`src/rtl/ob_pkg.sv`:
```
// ob_pkg - shared order-book command/response types, uid tag helpers and arbiter FSM states.
package ob_pkg;

  localparam int UID_W    = 16;
  localparam int OB_TAG_W = 3;
  localparam logic [UID_W-1:0] UID_TRADE = '1;

  typedef enum logic [1:0] {
    OP_ADD    = 2'd0,
    OP_CANCEL = 2'd1,
    OP_MODIFY = 2'd2,
    OP_QUERY  = 2'd3
  } op_e;

  typedef enum logic [1:0] {
    RSP_ACK   = 2'd0,
    RSP_REJ   = 2'd1,
    RSP_TRADE = 2'd2,
    RSP_INFO  = 2'd3
  } rsp_kind_e;

  typedef enum logic {
    ST_EMPTY = 1'b0,
    ST_FULL  = 1'b1
  } arb_state_e;

  typedef struct packed {
    op_e              op;
    logic             side;
    logic [15:0]      price;
    logic [15:0]      qty;
    logic [UID_W-1:0] uid;
  } cmd_t;

  typedef struct packed {
    rsp_kind_e        kind;
    logic [15:0]      price;
    logic [15:0]      qty;
    logic [UID_W-1:0] uid;
  } rsp_t;

  // The port tag lives in the top port_w bits of the uid.
  function automatic logic [UID_W-1:0] uid_tag(input logic [UID_W-1:0] uid,
                                               input logic [OB_TAG_W-1:0] tag,
                                               input int port_w);
    logic [UID_W-1:0] r;
    r = uid;
    for (int i = 0; i < OB_TAG_W; i++) begin
      if (i < port_w) r[UID_W-port_w+i] = tag[i];
    end
    return r;
  endfunction

  function automatic logic [OB_TAG_W-1:0] uid_port(input logic [UID_W-1:0] uid,
                                                   input int port_w);
    logic [OB_TAG_W-1:0] r;
    r = '0;
    for (int i = 0; i < OB_TAG_W; i++) begin
      if (i < port_w) r[i] = uid[UID_W-port_w+i];
    end
    return r;
  endfunction

endpackage

```
`src/rtl/ob_rr_arb.sv`:
```
// rtl/ob_rr_arb.sv - combinational round-robin picker, first request at or after ptr.
module ob_rr_arb #(
  parameter int N = 4,
  parameter int W = $clog2(N)
) (
  input  logic [N-1:0] req,
  input  logic [W-1:0] ptr,
  output logic [N-1:0] gnt,
  output logic [W-1:0] gnt_idx,
  output logic         any
);

  logic [2*N-1:0] dbl;
  logic [2*N-1:0] mask;
  logic [2*N-1:0] masked;
  logic           found;

  // Duplicating req lets a single low-to-high scan handle the wrap past N-1.
  always_comb begin
    dbl     = {req, req};
    mask    = ~(((2*N)'(1) << ptr) - (2*N)'(1));
    masked  = dbl & mask;
    found   = 1'b0;
    gnt_idx = '0;
    for (int i = 0; i < 2*N; i++) begin
      if (masked[i] && !found) begin
        found   = 1'b1;
        gnt_idx = (i >= N) ? W'(i - N) : W'(i);
      end
    end
    any = |req;
    gnt = any ? (N'(1) << gnt_idx) : '0;
  end

endmodule

```
`src/rtl/ob_cmd_arb.sv`:
```
// rtl/ob_cmd_arb.sv - round-robin command mux into ob_cntrl plus tag-routed response fan-out.
module ob_cmd_arb
  import ob_pkg::*;
#(
  parameter int N_PORTS = 4,
  parameter int PORT_W  = $clog2(N_PORTS)
) (
  input  logic                     clk,
  input  logic                     rst_n,
  input  logic [N_PORTS-1:0]       req_vld,
  input  cmd_t [N_PORTS-1:0]       req_cmd,
  output logic [N_PORTS-1:0]       req_pop,
  output logic                     cmd_out_vld,
  output cmd_t                     cmd_out,
  input  logic                     cmd_out_pop,
  input  logic                     rsp_in_vld,
  input  rsp_t                     rsp_in,
  output logic                     rsp_in_full_r,
  input  logic [N_PORTS-1:0]       port_rsp_full_r,
  output logic [N_PORTS-1:0]       port_rsp_vld,
  output rsp_t                     port_rsp,
  output logic                     err_bad_tag_r
);

  arb_state_e          state_q, state_d;
  cmd_t                cmd_q, cmd_d;
  logic [PORT_W-1:0]   rr_ptr_q, rr_ptr_d;
  rsp_t                rsp_q, rsp_d;
  logic                rsp_vld_q, rsp_vld_d;
  logic [N_PORTS-1:0]  dst_q, dst_d;
  logic                err_q, err_d;
  logic                full_q, full_d;

  logic [N_PORTS-1:0]  gnt;
  logic [PORT_W-1:0]   gnt_idx;
  logic                any_req;
  logic                load;
  logic [PORT_W-1:0]   rsp_tag;
  logic                rsp_trade;
  logic                tag_ok;

  ob_rr_arb #(.N(N_PORTS), .W(PORT_W)) u_rr_arb (
    .req     (req_vld),
    .ptr     (rr_ptr_q),
    .gnt     (gnt),
    .gnt_idx (gnt_idx),
    .any     (any_req)
  );

  // Gating with rst_n keeps a client head from being popped into a register held in reset.
  always_comb begin
    load     = rst_n && any_req && (state_q == ST_EMPTY || cmd_out_pop);
    state_d  = state_q;
    cmd_d    = cmd_q;
    rr_ptr_d = rr_ptr_q;
    if (load) begin
      state_d   = ST_FULL;
      cmd_d     = req_cmd[gnt_idx];
      cmd_d.uid = uid_tag(req_cmd[gnt_idx].uid, OB_TAG_W'(gnt_idx), PORT_W);
      rr_ptr_d  = (32'(gnt_idx) == N_PORTS - 1) ? '0 : gnt_idx + 1'b1;
    end else if (state_q == ST_FULL && cmd_out_pop) begin
      state_d = ST_EMPTY;
    end
  end

  always_comb begin
    rsp_tag   = PORT_W'(uid_port(rsp_in.uid, PORT_W));
    rsp_trade = (rsp_in.uid == UID_TRADE);
    tag_ok    = (32'(rsp_tag) < N_PORTS);
    rsp_vld_d = rsp_in_vld && (rsp_trade || tag_ok);
    rsp_d     = rsp_in_vld ? rsp_in : rsp_q;
    dst_d     = dst_q;
    if (rsp_in_vld) dst_d = rsp_trade ? '1 : (N_PORTS'(1) << rsp_tag);
    err_d     = err_q | (rsp_in_vld & ~rsp_trade & ~tag_ok);
    full_d    = |port_rsp_full_r;
  end

  always_ff @(posedge clk or negedge rst_n) begin
    if (!rst_n) begin
      state_q   <= ST_EMPTY;
      cmd_q     <= '0;
      rr_ptr_q  <= '0;
      rsp_q     <= '0;
      rsp_vld_q <= 1'b0;
      dst_q     <= '0;
      err_q     <= 1'b0;
      full_q    <= 1'b0;
    end else begin
      state_q   <= state_d;
      cmd_q     <= cmd_d;
      rr_ptr_q  <= rr_ptr_d;
      rsp_q     <= rsp_d;
      rsp_vld_q <= rsp_vld_d;
      dst_q     <= dst_d;
      err_q     <= err_d;
      full_q    <= full_d;
    end
  end

  assign req_pop       = load ? gnt : '0;
  assign cmd_out_vld   = (state_q == ST_FULL);
  assign cmd_out       = cmd_q;
  assign port_rsp_vld  = dst_q & {N_PORTS{rsp_vld_q}};
  assign port_rsp      = rsp_q;
  assign rsp_in_full_r = full_q;
  assign err_bad_tag_r = err_q;

endmodule
```
`config.mk`:
```
export PLATFORM = sky130hd
export DESIGN_NAME = ob_cmd_arb
export DESIGN_NICKNAME = d
export VERILOG_FILES = /design/src/rtl/ob_pkg.sv /design/src/rtl/ob_rr_arb.sv /design/src/rtl/ob_cmd_arb.sv
export SDC_FILE = /design/constraint.sdc
export NUM_CORES = 1
export LEC_CHECK = 0
export ABC_AREA = 1
export ABC_CLOCK_PERIOD_IN_PS = 5600
export CORE_AREA = 3 3 146 148
export CTS_CLUSTER_DIAMETER = 80
export DETAILED_ROUTE_END_ITERATION = 10
export DIE_AREA = 0 0 149 151
export PLACE_DENSITY = 0.78
export REMOVE_ABC_BUFFERS = 1
export SLEW_MARGIN = 20
export SYNTH_ARGS = -nofsm -noshare
export SYNTH_HDL_FRONTEND = slang
export SYNTH_HIERARCHICAL = 1
export SYNTH_SLANG_ARGS = --single-unit
```
`constraint.sdc`:
```
create_clock -name clk -period 5.6 [get_ports clk]
set_input_delay 1.12 -clock clk [delete_from_list [all_inputs] [get_ports clk]]
set_output_delay 1.12 -clock clk [all_outputs]
set_load 0.005 [all_outputs]
```
==> results of run 1 <==
-- per-stage QoR --
| stage | cell area [um2] | total power [uW] | std cells | utilization [%] |
|---|---|---|---|---|
| after floorplan | 6500 | 2270 | 1046 | - |
| after global placement | 10600 | 3310 | 1692 | 52.5 |
| after detailed placement | 10600 | 3340 | 1692 | 52.5 |
| after CTS | 10900 | 3990 | 1707 | 53.9 |
| after global routing | 10900 | 4290 | 1707 | 53.9 |
| final | 10900 | 3930 | 1707 | 53.9 |
-- worst paths after layout --
path	startpoint	end	slack (ns)	depth (start not counted)
min	port_rsp[15]	port_rsp[15]	0.47	2
max	req_vld[2]	req_pop[2]	1.23	10
min reg2reg	port_rsp[15]	port_rsp[15]	0.47	2
max reg2reg	rr_ptr_q[0]	cmd_out[35]	2.58	14
max in group asynchronous	rst_n	cmd_out[28]	3.51	2
min in group asynchronous	rst_n	dst_q[3]	0.72	1
-- routing by layer --
layer	up-vias	global-route usage (%)
met5	-	0
met4	0	6.32
met2	225	35.5
met3	36	4.64
li1	3827	-
met1	3294	23.9
-- synth_stat cells --
cell type  number
nand2_1       577
inv_1         213
dfrtp_1       110
nand3_1       100
buf_2          30
clkbuf_1       17
nor2_1         13
inv_2           6
o21ai_0         5
buf_4           4
nand2_2         4
nor2_2          3
o21bai_1        3
a21oi_4         2
buf_6           2
ha_1            2
nand3_2         2
a21oi_2         1
buf_1           1
clkbuf_2        1
conb_1          1
nand4_2         1
nor3_1          1
o21a_1          1
o21ai_1         1
-- kinds of logic (layout without fill, tap and decap cells) --
kind of cell             count (synthesis)  in the layout  synth area share (%)
AO/OA/AOI/OAI                           13             13                  1.50
buffers and inverters                  274            610                  16.2
flip-flops                             110            110                  40.6
AND/OR/NAND/NOR                        701            701                  41.3
adder cells (fa/ha/maj)                  2              2                 0.369
other                                    1              1                0.0553
-- worst max-delay path: stages --
cell and delay (ns):
clkdlybuf4s50_1 0.53, nand2_1 0.11, inv_1 0.09, o21ai_1 0.06, nand2_1 0.18, nand2_4 0.28, nor2_2 0.16, inv_1 0.05
nor2_1 0.10, clkdlybuf4s50_1 0.55
-- cell type report --
cell class	count	area, um2
fillers	1939	9290
repair buffers	376	3750
multi-input cells	717	2930
flip-flops and latches	110	2750
inverters	219	822
well taps	270	338
clock buffers	9	225
clock inverters	6	56.3
-- power by group through the flow --
stage,sequential (uW),clock (uW),combinational (uW)
floorplan,1160,0,1120
finish,1140,623,2170
global route,1160,675,2460
CTS,1140,651,2200
detailed placement,1150,0,2200
global placement,1140,0,2170
-- state kept, by name (all words and copies together), names as in the netlist --
register and flops:
cmd_out 51, cmd_out_vld 1, rr_ptr_q 2, port_rsp 50, rsp_in_full_r 1, rsp_vld_q 1
dst_q 4
-- layout by cell type (no fill, tap or decap) --
| cell type | instances |
|---|---|
| a21oi_2 | 1 |
| a21oi_4 | 2 |
| buf_12 | 1 |
| buf_4 | 8 |
| clkbuf_16 | 9 |
| clkdlybuf4s50_1 | 367 |
| clkinv_4 | 3 |
| clkinvlp_4 | 1 |
| conb_1 | 1 |
| dfrtp_1 | 110 |
| ha_1 | 2 |
| inv_1 | 213 |
| inv_2 | 6 |
| inv_8 | 2 |
| nand2_1 | 577 |
| nand2_2 | 3 |
| nand2_4 | 1 |
| nand3_1 | 100 |
| nand3_2 | 2 |
| nand4_2 | 1 |
| nor2_1 | 13 |
| nor2_2 | 3 |
| nor3_1 | 1 |
| o21a_1 | 1 |
| o21ai_0 | 5 |
| o21ai_1 | 1 |
| o21bai_1 | 3 |
==> flow_metrics.env, run 1 <==
export IMPL_outcome="finished clean"
export IMPL_hp_class="flip-flop to flip-flop"
export IMPL_wl_met1_um=9440
export IMPL_layout_setup_ws_ns=1.23
export IMPL_port_buffers=368
export IMPL_place_hpwl_um=17700
export IMPL_rows=52
export IMPL_syn_avg_cell_area_um2=6.15
export IMPL_synth_area_mm2=0.00678
export IMPL_clkSinkCount=110
export IMPL_ctsRootBufferMaster="clkbuf_16"
export IMPL_finalMaxSlewViolations=0
export IMPL_num_io_pins=378
export IMPL_die_area_mm2=0.0225
export IMPL_ys_seq_area_share_pct=40.6
export IMPL_antenna_found_initial=0
export IMPL_grt_pass1_wl_um=35800
export IMPL_postCtsSetupBuffers=0
export IMPL_die_height_um=151
export IMPL_crit_type="input port to output pin"
export IMPL_cp_max_fo=40
export IMPL_crit_arrival_ns=3.25
export IMPL_wl_met3_um=1520
export IMPL_p_sw_share_pct=41.4
export IMPL_p_int_uw=2300
export IMPL_whs_ns=0.473
export IMPL_hold_viol=0
export IMPL_ys_top_cells_by_area="dfrtp_1 41%, nand2_1 32%, inv_1 12%, nand3_1 7.4%, buf_2 2.2%"
export IMPL_drt_pre_antenna_iters=5
export IMPL_vias=7382
export IMPL_setup_viol=0
export IMPL_p_seq_share_pct=28.9
export IMPL_relSlewSlack_pct=29.0
export IMPL_post_route_min_period_ns=4.37
export IMPL_cap_violations=0
export IMPL_drt_iter0_markers=354
export IMPL_synthToLayoutAreaGrowth_pct=60.5
export IMPL_power_density_mw_per_mm2=361
export IMPL_via_per_inst=4.32
export IMPL_cts_inserted_buffers=9
export IMPL_drtAntennaViolNets=0
export IMPL_grtUsageTotal_pct=19.9
export IMPL_start_util_pct=33.6
export IMPL_clock_power_share_pct=15.9
export IMPL_critPathLaunchType="input port"
export IMPL_htree_levels=3
export IMPL_setup_tns_ns=0
export IMPL_grt_max_degree=75
export IMPL_rsz0062_at_grt="no"
export IMPL_cp_required_ns=4.48
export IMPL_worst_setup_path_end_kind="output pin"
export IMPL_ir_drop_v=0.000228
export IMPL_grt_pass1_vias=7042
export IMPL_p_leak_uw=0.00598
export IMPL_clk_path_buf_depth=2
export IMPL_dieWidth_um=149
export IMPL_dr_max_layer_used="met4"
export IMPL_netlist_instances=1101
export IMPL_drc=0
export IMPL_pwr_share_comb_pct=55.3
export IMPL_wl_met2_um=12000
export IMPL_cts_resized=0
export IMPL_clk_pin_slew_ns=0.08
export IMPL_wl_um=23500
export IMPL_yosys_area_top_type_share_pct=40.6
export IMPL_finClkSkew_ns=0.00653
export IMPL_cts_hold_buffers_added=0
export IMPL_place_gp_congestion=0.811
export IMPL_worstMarginPinSlew_ns=1.06
export IMPL_yosysWarnings=6
export IMPL_fin_crit_sh_pct=78.0
export IMPL_clk_latency_ns=0.35
export IMPL_yosysTopAreaCell="dfrtp_1"
export IMPL_nNetsFinal=1701
export IMPL_p_sw_uw=1630
export IMPL_gr_total_overflow=0
export IMPL_synth_distinct_cells=25
export IMPL_wl_per_cell_um=13.8
export IMPL_post_place_ws_ns=1.24
export IMPL_max_freq_mhz=229
export IMPL_ys_ff_latch=110
export IMPL_diodes=0
export IMPL_cts_tree="built"
export IMPL_layout_drive_gt1_share_pct=2.99
export IMPL_core_mm2=0.0202
Note: power is estimated with default switching activity, not from simulation.
==> run 2: changes to the inputs <==
--- a/config.mk
+++ b/config.mk
@@ -6,12 +6,12 @@
 export NUM_CORES = 1
 export LEC_CHECK = 0
 export ABC_AREA = 1
-export ABC_CLOCK_PERIOD_IN_PS = 5600
+export ABC_CLOCK_PERIOD_IN_PS = 3500
 export CORE_AREA = 3 3 146 148
 export CTS_CLUSTER_DIAMETER = 80
 export DETAILED_ROUTE_END_ITERATION = 10
 export DIE_AREA = 0 0 149 151
-export PLACE_DENSITY = 0.78
+export PLACE_DENSITY = 0.81
 export REMOVE_ABC_BUFFERS = 1
 export SLEW_MARGIN = 20
 export SYNTH_ARGS = -nofsm -noshare
==> constraint.sdc (replaced) <==
create_clock -name clk -period 3.5 [get_ports clk]
set_input_delay 0.7 -clock clk [delete_from_list [all_inputs] [get_ports clk]]
set_output_delay 0.7 -clock clk [all_outputs]
set_load 0.005 [all_outputs]
==> flow_metrics.env, run 2 (same netlist as run 1, synthesis figures left out) <==
export IMPL_outcome="finished clean"
export IMPL_wl_um=22800
export IMPL_hp_class="input port to asynchronous set/reset pin"
export IMPL_port_buffers=368
export IMPL_rows=52
export IMPL_cpMostUsedCell="clkdlybuf4s50_1"
export IMPL_rsz0062_at_grt="no"
export IMPL_cts_tree="built"
export IMPL_hold_viol=0
export IMPL_fin_crit_sh_pct=93.0
export IMPL_critPathLaunchType="input port"
export IMPL_crit_slowest_cell="clkdlybuf4s50_1"
export IMPL_setup_tns_ns=0
export IMPL_drc=0
export IMPL_core_mm2=0.0202
export IMPL_relSlewSlack_pct=32.9
export IMPL_drt_pre_antenna_iters=5
export IMPL_post_route_min_period_ns=3.26
export IMPL_clk_latency_ns=0.36
export IMPL_cp_slowest_stage_delay_ns=0.53
export IMPL_cts_hold_buffers_added=0
export IMPL_num_io_pins=378
export IMPL_layout_commonest_cell="nand2_1"
export IMPL_worst_setup_path_end_kind="output pin"
export IMPL_htree_levels=3
export IMPL_nNetsFinal=1705
export IMPL_setup_viol=0
export IMPL_antenna_found_initial=0
export IMPL_worstMarginPinSlew_ns=1.01
export IMPL_start_util_pct=33.6
export IMPL_postCtsSetupBuffers=0
export IMPL_cap_violations=0
export IMPL_power_density_mw_per_mm2=580
export IMPL_die_height_um=151
export IMPL_place_hpwl_um=17400
export IMPL_drtAntennaViolNets=0
export IMPL_grt_max_degree=65
export IMPL_grt_pass1_wl_um=35600
export IMPL_whs_ns=0.442
export IMPL_place_gp_congestion=0.826
export IMPL_drt_iter0_markers=348
export IMPL_cp_max_fo=53
export IMPL_p_leak_uw=0.00601
export IMPL_diodes=0
export IMPL_ir_drop_v=0.000410
export IMPL_largest_reg_flops=51
export IMPL_p_total_uw=6340
export IMPL_finalMaxSlewViolations=0
export IMPL_die_area_mm2=0.0225
export IMPL_via_per_inst=4.38
export IMPL_grtUsageTotal_pct=19.7
export IMPL_finClkSkew_ns=0.0122
export IMPL_cts_inserted_buffers=9
export IMPL_layout_drive_gt1_share_pct=3.33
export IMPL_clk_pin_slew_ns=0.09
export IMPL_wl_per_cell_um=13.3
export IMPL_synthToLayoutAreaGrowth_pct=61.3
export IMPL_grt_pass1_vias=7321
export IMPL_cp_required_ns=2.80
export IMPL_gr_total_overflow=0
export IMPL_final_cell_mix="577 x nand2_1, 367 x clkdlybuf4s50_1, 213 x inv_1, 110 x dfrtp_1, 100 x nand3_1"
export IMPL_ctsRootBufferMaster="clkbuf_16"
export IMPL_dieWidth_um=149
export IMPL_max_freq_mhz=307
export IMPL_crit_type="input port to output pin"
export IMPL_clkSinkCount=110
export IMPL_clk_path_buf_depth=2
export IMPL_utilization_pct=54.2
export IMPL_vias=7499
export IMPL_crit_chain="clkdlybuf4s50_1 -> nand2_1 -> nand2_2 -> inv_2 -> a21oi_4 -> buf_12 -> nor2_2 -> inv_1 -> nor2_1 -> clkdlybuf4s50_1"
export IMPL_cts_resized=0
export IMPL_crit_arrival_ns=2.56
run 2: cell count changes in the layout (fill, tap and decap cells not counted):
cell	before	now
buf_4	8	12
clkinvlp_4	1	0
inv_6	0	3
clkinv_2	0	1
inv_2	6	5
clkbuf_8	0	1
inv_8	2	1
clkinv_8	0	1
clkinv_4	3	1
run 2: cell type report:
class	count	area [um2]
Fill cell	1933	9240
Timing Repair Buffer	380	3780
Multi-Input combinational cell	717	2930
Sequential cell	110	2750
Inverter	219	823
Tap cell	270	338
Clock buffer	10	239
Clock inverter	6	62.6
run 2: worst max-delay path: cells and delay by family:
kind	cells	cell delay [ns]
AO/OA/AOI/OAI	1	0.18
buffers and inverters	5	1.38
AND/OR/NAND/NOR	4	0.31
run 2: routing by layer:
layer | vias up | global-route usage [%] | wire, um
li1 | 3841 | - | -
met2 | 240 | 36.1 | 11800
met3 | 42 | 4.88 | 1530
met4 | 0 | 6.73 | 671
met5 | - | 0 | 0
met1 | 3376 | 22.3 | 8810
run 2: worst paths after layout:
| check | startpoint | to | slack [ns] | cells past startpoint |
|---|---|---|---|---|
| max reg2reg | rr_ptr_q[0] | cmd_out[41] | 0.71 | 16 |
| max in group asynchronous | rst_n | dst_q[3] | 1.75 | 3 |
| min in group clk | port_rsp[0] | port_rsp[0] | 0.47 | 2 |
| min reg2reg | port_rsp[0] | port_rsp[0] | 0.47 | 2 |
| max | req_vld[2] | req_pop[0] | 0.24 | 10 |
| min | rst_n | port_rsp[11] | 0.44 | 2 |
run 2: report_power, final:
part	leakage [uW]	total (uW)	switching [uW]	internal (uW)
Clock	0.000149	1050	523	524
Sequential	0.00135	1810	189	1620
Combinational	0.00452	3480	1890	1590
run 2: through the flow:
stage               setup slack (ns)  instance area, um2  instances
global placement               0.211               10600       1696
global route                  0.0634               10900       1712
floorplan                     0.0641                6500       1046
finish                         0.243               10900       1712
CTS                            0.193               10900       1712
detailed placement             0.213               10600       1696
